<file path="config.mk">
export PLATFORM = sky130hd
export DESIGN_NAME = sdg_sched
export DESIGN_NICKNAME = d
export VERILOG_FILES = /design/src/rtl/sdg_sched.sv
export SDC_FILE = /design/constraint.sdc
export NUM_CORES = 1
export LEC_CHECK = 0
export CORE_ASPECT_RATIO = 1.5
export CORE_MARGIN = 2
export CORE_UTILIZATION = 52
export DETAILED_ROUTE_END_ITERATION = 6
export MAX_ROUTING_LAYER = met4
export PLACE_DENSITY_LB_ADDON = 0.25
export SLEW_MARGIN = 20
export SYNTH_ARGS = -nofsm -noshare
export SYNTH_HDL_FRONTEND = slang
export SYNTH_SLANG_ARGS = --single-unit
</file>
<file path="constraint.sdc">
create_clock -name clk -period 3.4 [get_ports clk]
set_input_delay 0.68 -clock clk [delete_from_list [all_inputs] [get_ports clk]]
set_output_delay 0.68 -clock clk [all_outputs]
set_load 0.05 [all_outputs]
</file>
<file path="src/rtl/sdg_sched.sv">
// Self-decimating LFSR keystream scheduler: a 32-bit Fibonacci LFSR whose step period
// depends on state parity, with a valid/ready output. Optional step counter: SDG_STEPCNT_EN.
module sdg_sched #(
  parameter logic [3:0] D0 = 4'd2,
  parameter logic [3:0] D1 = 4'd1
) (
  input  logic        clk,
  input  logic        rst,
  input  logic        start,
  input  logic        stop,
  input  logic        seed_valid,
  input  logic [31:0] seed,
  output logic        seed_ready,
  output logic        out_valid,
  input  logic        out_ready,
  output logic        out_bit,
  output logic [31:0] lfsr_o,
  output logic        busy,
  output logic [15:0] step_cnt
);

  localparam int unsigned LW = 32;
  localparam int unsigned CW = 4;
  localparam logic [CW-1:0] P0 = (D0 == 4'd0) ? 4'd1 : D0;
  localparam logic [CW-1:0] P1 = (D1 == 4'd0) ? 4'd1 : D1;

  typedef enum logic [1:0] {IDLE, RUN, HOLD} state_t;

  state_t        state;
  logic [CW-1:0] cnt;
  logic [LW-1:0] seed_load;
  logic [LW-1:0] s_seeded;
  logic [LW-1:0] s_next;

  function automatic logic [CW-1:0] period(input logic [LW-1:0] v);
    return (^v) ? P1 : P0;
  endfunction

  function automatic logic [LW-1:0] lfsr_step(input logic [LW-1:0] v);
    return {v[30:0], v[31] ^ v[21] ^ v[1] ^ v[0]};
  endfunction

  // A zero seed would lock the LFSR, so it is replaced by 1.
  assign seed_load = (seed == 32'h0) ? 32'h0000_0001 : seed;
  assign s_seeded  = seed_valid ? seed_load : lfsr_o;
  assign s_next    = lfsr_step(lfsr_o);
  assign out_bit   = lfsr_o[31];

  always_ff @(posedge clk) begin
    if (rst) begin
      state      <= IDLE;
      lfsr_o     <= 32'h0000_0001;
      cnt        <= '0;
      out_valid  <= 1'b0;
      seed_ready <= 1'b1;
      busy       <= 1'b0;
    end else begin
      case (state)
        IDLE: begin
          if (seed_valid) lfsr_o <= seed_load;
          if (start && !stop) begin
            state      <= RUN;
            cnt        <= period(s_seeded);
            busy       <= 1'b1;
            seed_ready <= 1'b0;
          end
        end
        RUN: begin
          if (stop) begin
            state      <= IDLE;
            cnt        <= '0;
            out_valid  <= 1'b0;
            busy       <= 1'b0;
            seed_ready <= 1'b1;
          end else if (out_valid && !out_ready) begin
            state <= HOLD;
          end else if (cnt == 4'd1) begin
            lfsr_o    <= s_next;
            cnt       <= period(s_next);
            out_valid <= 1'b1;
          end else begin
            cnt       <= cnt - 4'd1;
            out_valid <= 1'b0;
          end
        end
        HOLD: begin
          if (stop) begin
            state      <= IDLE;
            cnt        <= '0;
            out_valid  <= 1'b0;
            busy       <= 1'b0;
            seed_ready <= 1'b1;
          end else if (out_ready) begin
            state     <= RUN;
            out_valid <= 1'b0;
          end
        end
        default: begin
          state      <= IDLE;
          cnt        <= '0;
          out_valid  <= 1'b0;
          busy       <= 1'b0;
          seed_ready <= 1'b1;
        end
      endcase
    end
  end

`ifdef SDG_STEPCNT_EN
  logic step_c;

  // Mirrors the RUN step condition above; wraps naturally at 16 bits.
  assign step_c = (state == RUN) && !stop && !(out_valid && !out_ready) && (cnt == 4'd1);

  always_ff @(posedge clk) begin
    if (rst) step_cnt <= 16'h0000;
    else if (step_c) step_cnt <= step_cnt + 16'd1;
  end
`else
  assign step_cnt = 16'h0000;
`endif

endmodule

</file>
==> results of run 1 <==
## how the worst max path moves through the flow
stage,startpoint,endpoint,depth (start not counted)
2_1_floorplan,lfsr_o[31],cnt[0],8
3_3_place_gp,seed[17],cnt[1],8
3_5_place_dp,seed[25],cnt[1],8
4_1_cts,seed[25],cnt[1],8
5_1_grt,seed[25],cnt[1],8
6_report,seed[25],cnt[1],8
## synthesized netlist by cell type
master / count / area share [%]
sky130_fd_sc_hd__xor2_1: 10 / 2.9
sky130_fd_sc_hd__dfxtp_1: 41 / 27
sky130_fd_sc_hd__o211ai_1: 1 / 0.25
sky130_fd_sc_hd__xnor3_1: 2 / 1.5
sky130_fd_sc_hd__o21ai_2: 1 / 0.29
sky130_fd_sc_hd__xnor2_1: 48 / 14
sky130_fd_sc_hd__inv_1: 8 / 1.0
sky130_fd_sc_hd__buf_1: 1 / 0.12
sky130_fd_sc_hd__nor4_1: 9 / 1.9
sky130_fd_sc_hd__nand2_1: 12 / 1.5
sky130_fd_sc_hd__mux2i_1: 34 / 11
sky130_fd_sc_hd__o21ai_0: 11 / 1.8
sky130_fd_sc_hd__a311oi_1: 1 / 0.29
sky130_fd_sc_hd__xnor3_2: 1 / 0.79
sky130_fd_sc_hd__and2_1: 1 / 0.21
sky130_fd_sc_hd__o22ai_1: 1 / 0.21
sky130_fd_sc_hd__nand2b_1: 31 / 6.4
sky130_fd_sc_hd__clkbuf_1: 17 / 2.1
sky130_fd_sc_hd__ha_1: 6 / 2.5
sky130_fd_sc_hd__nand4_1: 2 / 0.41
sky130_fd_sc_hd__nor2b_1: 6 / 1.2
sky130_fd_sc_hd__buf_4: 17 / 4.2
sky130_fd_sc_hd__conb_1: 1 / 0.12
sky130_fd_sc_hd__or3_1: 2 / 0.41
sky130_fd_sc_hd__o21a_1: 2 / 0.50
sky130_fd_sc_hd__nor2_1: 44 / 5.5
sky130_fd_sc_hd__a21oi_1: 12 / 2.0
sky130_fd_sc_hd__nor3_1: 1 / 0.17
sky130_fd_sc_hd__a211oi_1: 30 / 7.5
sky130_fd_sc_hd__o311ai_1: 1 / 0.29
sky130_fd_sc_hd__a2111oi_0: 2 / 0.58
sky130_fd_sc_hd__a21o_1: 2 / 0.50
sky130_fd_sc_hd__o21bai_1: 1 / 0.25
sky130_fd_sc_hd__buf_2: 1 / 0.17
## power by group through the flow
stage               logic (mW)  registers [mW]  clock network [mW]
CTS                       2.27           0.771               0.471
global route              2.43           0.791               0.494
finish                    2.27           0.771               0.467
floorplan                 1.36            1.14                   0
global placement          2.23           0.778                   0
detailed placement        2.27           0.780                   0
## flip-flops by register name (all words and copies together) (netlist names)
register / flops
lfsr_o: 32
cnt: 4
state: 2
busy: 1
out_valid: 1
seed_ready: 1
## area by class of cell
| type | instances | area, um2 |
|---|---|---|
| Inverter | 8 | 30.0 |
| Multi-Input combinational cell | 290 | 2030 |
| Timing Repair Buffer | 80 | 796 |
| Clock inverter | 3 | 65.1 |
| Clock buffer | 5 | 68.8 |
| Sequential cell | 41 | 821 |
| Fill cell | 492 | 1800 |
| Tap cell | 72 | 90.1 |
## cell families after synthesis
family          synth area share, %
xor+xnor                       19.1
compound gates                 14.4
buf+inv                        7.63
mux                            11.3
simple gates                   17.7
flops                          27.2
other cells                   0.124
fa+ha+maj                      2.49
## metal layers
metal	track usage [%]	wire, um	vias up
li1	-	-	1332
met5	-	0	-
met3	3.94	324	18
met4	10.8	227	0
met2	42.4	3970	92
met1	29.1	3140	1281
## worst max-delay path: cells and delay by family
| family | cells | cell delay, ns |
|---|---|---|
| simple gates | 2 | 0.64 |
| xor+xnor | 2 | 0.59 |
| compound gates | 3 | 0.64 |
| buf+inv | 1 | 0.45 |
==> flow_results.org, run 1 <==
** Outcome
- The flow ran to the end, and the final reports show no timing, DRC or antenna violations.

** Clock network
- In this run the deepest clock path goes through 2 buffers.
- In this run, CTS created clock tree buffers numbering 5.
- Hold-fix buffer count after cts :: 0
- Register clock-pin slew on the reported worst setup and hold paths :: 0.08 ns
- Worst-Skew Late Latency :: 0.29 ns
- Count of cells resized by post-cts repair :: 0
- CTS saw 41 sinks.
- In this run the number of H-tree levels came out at 2.
- TritonCTS built the clock tree.
- CTS root buf :: sky130_fd_sc_hd__clkbuf_8
- Buffer count from post-CTS setup fixing :: 0

** Yosys
- Synthesis handed over a netlist of 360 instances.
- Post-synthesis instance area :: 3020 um2
- Synthesized flop and latch total :: 41
- The synthesized netlist contains 34 unique library cells.
- After synthesis, the mean cell area works out to 8.38 um2.
- The Yosys step of the flow raised 0 warnings.
- Summing the sequential cell areas from Yosys gives 27.2% of the chip area.

** STA
- For the pin with the worst max-slew slack, the measured transition is 0.514 ns.
- Setup repair after global routing left no endpoint under its margin.
- Setup-violating endpoint count in the final report :: 0
- Timing would allow up to 358 MHz.
- Fin Clk Skew :: 0.00252 ns
- Measured against its own limit, the worst slew margin works out to 65.7%.
- Number of slew-limit violations in the final report :: 0
- After layout, the worst path uses 82.2% of the clock period.
- Total negative slack :: 0 ns
- Final hold slack :: 0.503 ns
- The count of final hold-check violations came to 0.
- The routed design could run at a clock period as short as 2.79 ns.
- Once routing completed, OpenROAD measured the worst setup slack at 0.606 ns.

** Critical path
- On the worst path, the slowest cell contributes a delay of 0.46 ns.
- Reg2reg setup slack :: 1.01 ns
- The critical path in this run is classified as input port to register.
- Most Frequent Cell on Critical Path :: sky130_fd_sc_hd__o21ai_0
- The worst setup path is launched from an input port.
- The worst setup path is captured at a register.
- The signal on the critical path passes through clkdlybuf4s50_1, nor4_1, nand4_1, o21ai_0, o21ai_0, xnor3_1, xor2_1, o311ai_1.
- Data arrives at the worst endpoint at 3.00 ns.
- Largest driver fanout on the critical path :: 3
- Reg-to-reg critical path endpoint :: lfsr_o[17]
- The worst register-to-register path begins at state[1].
- The worst register-to-register path has a depth of 7.
- Worst path slowest cell :: sky130_fd_sc_hd__nor4_1
- At the worst endpoint, the required time is 3.60 ns.

** Place
- Routability-driven placement finished with a final weighted congestion of 0.909.
- Placed wire-length estimate :: 5.80 mm
- Before CTS, the worst setup slack after placement is 0.399 ns.
- PortBufs :: 73
- Counting tap cells, the placed design contains a total of 491 instances.
- After detailed placement, the total cell area comes to 3770 um2.

** Min path
- Min-Delay Path Class :: register to register
- The worst hold path passes through 2 cells.
- The startpoint identified for the worst hold timing path is state[0].
- For hold timing, the worst endpoint is state[0].

** Global routing
- Global routing consumed, over all layers together, 25.2% of the routing resources.
- The first global-routing pass estimated 12.5 mm of wire.
- The initial antenna violation count was 0.
- For this run the aggregate overflow at the end of global routing stands at 0.
- Via count of the first global-routing pass :: 2,697
- Largest net degree at the start of global routing :: 34

** Power
- Max IR drop VDD :: 566 uV
- Sequential cell fraction of total power :: 22.0%
- In this run, the combinational gates consume 64.7% of the power.
- The internal portion of the total power is 1.89 mW.
- For this design the ratio of total power to cell area is 899 nW/um2.
- Standby leakage power :: 1.46 nW
- Power spent charging and discharging nets :: 1.62 mW
- Net switching is 46.2% of the power.
- The share of total power dissipated in the clock network is 13.3%.
- Final Power :: 3.51 mW

** Floorplanning
- From bottom edge to top edge, the die measures 97.3 um.
- The floorplan step set the die width to 66.2 um.
- Count of standard-cell rows :: 34
- Ports :: 90
- The floorplan step defined a die boundary enclosing 6440 um2.
- For this configuration, the core starts out at a cell density of 52.9%.
- Core ar. :: 5700 um2

** Route
- Number of vias in the routed layout :: 2,723
- Summed over all layers, the routed wires come to 7.66 mm.
- For this run, the detailed router's first-pass iteration total came to 4.
- DRC marker count from the first detailed-route iteration :: 125
- Routed length per instance :: 15.4 um
- DR vias/cell :: 5.46
- Once detail routing completed, the nets flagged for antenna violations numbered 0.
- In the routed design, unresolved DRC markers number 0.

** Layout
- The finished cells cover 3900 um2.
- Most used cells in the layout excluding fill and tap cells :: sky130_fd_sc_hd__clkdlybuf4s50_1, sky130_fd_sc_hd__xnor2_1, sky130_fd_sc_hd__nor2_1, sky130_fd_sc_hd__dfxtp_1, sky130_fd_sc_hd__mux2i_1
- Excluding fillers, the count of instances in the completed layout stands at 499.
- Share of layout cells above drive strength 1 :: 4.45%
- Final Core Density :: 68.4%
- Total inserted antenna cells :: 0
- Commonest non-fill, non-tap cell in the layout :: sky130_fd_sc_hd__clkdlybuf4s50_1
- Relative to the synthesized area, the layout overhead comes to 29.3%.
- In the final design database the tool counted 470 nets.

** Flow run
- Across the run, the number of max-cap violations was 0.
Power figures use the tool's default switching activity.
==> run 2, diff against run 1 <==
CORE_UTILIZATION = 48   (was 52)
clock period = 2.79 ns   (was 3.4 ns; I/O delays follow)
==> run 2 against run 1 <==
Sequential share of layout area fell by 0.23 points; die area grew 7.9%; wire length rose by 2.3%; core utilization shrank 4.1 points; first-iteration DRC count is 18% lower; combinational power is 22% higher; flip-flop and latch count unchanged; power is 20% higher; global-route usage shrank 0.47 points; clock skew grew 0.0022 ns; via count is 2.0% higher; critical endpoint unchanged; largest power group unchanged.
==> flow_results.org, run 2 (synthesis results as in run 1) <==
** Place
- Post-Place Cells :: 502 (+2.2%)
- The half-perimeter wire length after placement is 6.08 mm (+4.8%).
- The count of port buffers added during placement is 73 (unchanged).
- The routability congestion estimate from global placement was 0.913 (+0.41%).

** Floorplanning
- The area of the die was 6950 um2 (+7.9%).
- Horizontal die dimension :: 68.7 um (+3.8%)
- The floorplan die height came to 101 um (+3.9%).
- Ports :: 90 (unchanged)
- Core ar. :: 6130 um2 (+7.6%)
- The placement row count came to 35 (+2.9%).
- The starting utilization of the core area is 49.2% (-3.7 points).

** Clock network
- TritonCTS built the clock tree.
- The number of sinks on the clock net was 41 (unchanged).
- The source-to-sink clock delay at the later pin of the worst-skew pair is 0.30 ns (about the same).
- Maximum level of the CTS H-tree :: 2 (unchanged)
- Count of cells resized by post-cts repair :: 0 (unchanged)
- The cts-stage hold buffer count was 0 (unchanged).
- The register clock-pin slew on the reported worst setup and hold paths is 0.08 ns (about the same).
- CTS root buf :: sky130_fd_sc_hd__clkbuf_8
- The maximum root-to-sink buffer count is 2 (unchanged).
- The number of clock buffers inserted by TritonCTS came to 5 (unchanged).
- The post-CTS repair timing setup buffer count came to 0 (unchanged).

** Critical path
- Largest driver fanout on the critical path :: 3 (unchanged)
- Worst path slowest cell :: sky130_fd_sc_hd__clkdlybuf4s50_1
- The startpoint identified for the worst register-to-register timing path is lfsr_o[5].
- The arrival time reported for the critical path endpoint came to 2.73 ns (-0.27 ns).
- The biggest cell delay along the critical path came to 0.46 ns (about the same).
- Number of buffers and inverters on the critical path :: 1 (unchanged)
- Tracing the worst setup path back leads to its startpoint at seed[29].
- Required arrival time at the worst endpoint :: 3.00 ns (-0.60 ns)
- Number of gates on the worst path with buffers counted :: 8 (unchanged)
- Grouping stages by cell kind, the critical path spends the most delay in XOR/XNOR gates.
- The critical path goes through clkdlybuf4s50_1, nor4_1, nand4_1, o21ai_0, o21ai_0, xnor3_1, xor2_1, o311ai_1.
- Category of the worst setup path capture point :: register
- Worst setup SP type :: input port
- Cell depth of the worst flop-to-flop path :: 8 (+1)
- The worst setup path is of the input port to register kind.
- By instance count, the cell type seen most on the critical path is sky130_fd_sc_hd__o21ai_0.

** Route
- The total DRC errors in the routed layout is 0 (unchanged).
- The DRC violation total after the first TritonRoute iteration is 103 (-18%).
- Number of vias in the routed layout :: 2,777 (+2.0%)
- Routed length per instance :: 15.4 um (about the same)
- The number of vias per cell is 5.45 (-0.22%).
- The remaining number of nets flagged by the antenna check after routing was 0 (unchanged).
- The total iterations of the first detailed-routing run came to 4 (unchanged).
- Total Wirelength :: 7.84 mm (+2.3%)

** Global routing
- The number of global-route vias before repair was 2,686 (-0.41%).
- Global-route wire length before repair :: 12.7 mm (+1.8%)
- The overall overflow remaining after global route is 0 (unchanged).
- The total global routing track utilization is 24.8% (-0.47 points).
- Initial antenna violation count :: 0 (unchanged)
- Largest net degree at the start of global routing :: 34 (unchanged)

** Layout
- The final cell count without fillers was 510 (+2.2%).
- The largest registers in the layout are lfsr_o x32, cnt x4, state x2.
- Net count reported at finish :: 479 (+1.9%)
- The number of flip-flops in the largest register was 32 (unchanged).
- Commonest non-fill, non-tap cell in the layout :: sky130_fd_sc_hd__clkdlybuf4s50_1
- The number of fillers in the final layout is 534 (+8.5%).
- Share of layout cells above drive strength 1 :: 6.42% (+2.0 points)
- In the layout the commonest cells are sky130_fd_sc_hd__clkdlybuf4s50_1, sky130_fd_sc_hd__xnor2_1, sky130_fd_sc_hd__nor2_1, sky130_fd_sc_hd__dfxtp_1, sky130_fd_sc_hd__mux2i_1.
- Final Core Density :: 64.3% (-4.1 points)
- Layout-stage area growth over the synthesis result :: 30.8%
- Counting flops per register, the top entry is lfsr_o.
- Total inserted antenna cells :: 0 (unchanged)

** STA
- Fin Clk Skew :: 0.00472 ns (+0.00220 ns)
- Setup repair after global routing left no endpoint under its margin.
- The max-slew violation total from the final report came to 0 (unchanged).
- Top achievable clock speed :: 397 MHz
- Time the worst path needs with I/O delays and setup :: 2.52 ns
- Actual transition at the worst max-transition pin :: 0.570 ns (+0.0568 ns)
- The worst hold slack came to 0.508 ns (+0.00502 ns).
- Total negative slack :: 0 ns (unchanged)
- Of the available clock period, the critical path in the final layout requires 90.3%.
- Endpoints failing hold :: 0 (unchanged)
- Slew HR :: 61.9% (-3.8 points)
- Setup-violating endpoint count in the final report :: 0 (unchanged)

** Min path
- Min-Delay Path Class :: register to register
- The startpoint identified for the worst hold timing path is state[0].
- Hold Path Depth :: 2 (unchanged)

** Power
- The largest voltage drop on the vdd net came to 614 uV (+8.5%).
- The leakage dissipation came to 1.49 nW (+2.0%).
- Power density of the placed cells :: 1070 nW/um2 (+19%)

** Flow run
- The number of maximum-capacitance constraint violations is 0 (unchanged).

** Outcome
- Run status :: complete, no violations
==> run 2: cell count changes in the layout (fill, tap and decap cells not counted), sizes merged <==
cell / previous run / this run
buf: 7 / 16
bufinv: 2 / 1
clkbuf: 5 / 6
clkinv: 1 / 0
clkinvlp: 0 / 1
==> run 2: final cells by class <==
class | instances | area, um2 | area share (%)
Clock inverter | 2 | 37.5 | 0.951
Timing Repair Buffer | 89 | 851 | 21.6
Sequential cell | 41 | 821 | 20.8
Clock buffer | 6 | 82.6 | 2.09
Inverter | 8 | 30.0 | 0.761
Tap cell | 74 | 92.6 | 2.35
Multi-Input combinational cell | 290 | 2030 | 51.5
==> run 2: final timing paths <==
path / slack [ns] / end
worst min register to register: 0.51 / state[0]
worst max register to register: 0.43 / cnt[0]
worst min-delay path: 0.51 / state[0]
worst max-delay path: 0.27 / cnt[1]
==> run 2: routing by layer <==
metal	up-vias	track usage, %	share of wire, %
met2	86	43.5	53
met3	18	2.68	4.5
met5	-	-	0
met4	0	9.35	2.6
li1	1351	-	-
met1	1322	28.0	40
==> run 2: through the flow <==
stage	power [mW]	setup slack (ns)	cell area, um2
3_5_place_dp	3.71	-0.0284	3820
5_1_grt	4.48	0.106	3950
4_1_cts	4.23	0.277	3950
3_3_place_gp	3.67	0.0672	3820
6_report	4.22	0.270	3950
2_1_floorplan	3.05	0.458	3070
==> run 2: report_power, final <==
group	total [mW]	internal, mW	switching, mW
registers	0.936	0.741	0.195
clock network	0.512	0.291	0.221
logic	2.77	1.20	1.57
total	4.22	2.24	1.98
==> run 2: worst register-to-register path: cells and delay by family (launching register included) <==
| family | cells | cell delay [ns] |
|---|---|---|
| XOR/XNOR | 5 | 1.25 |
| flip-flops | 1 | 0.41 |
| AO/OA/AOI/OAI | 3 | 0.61 |
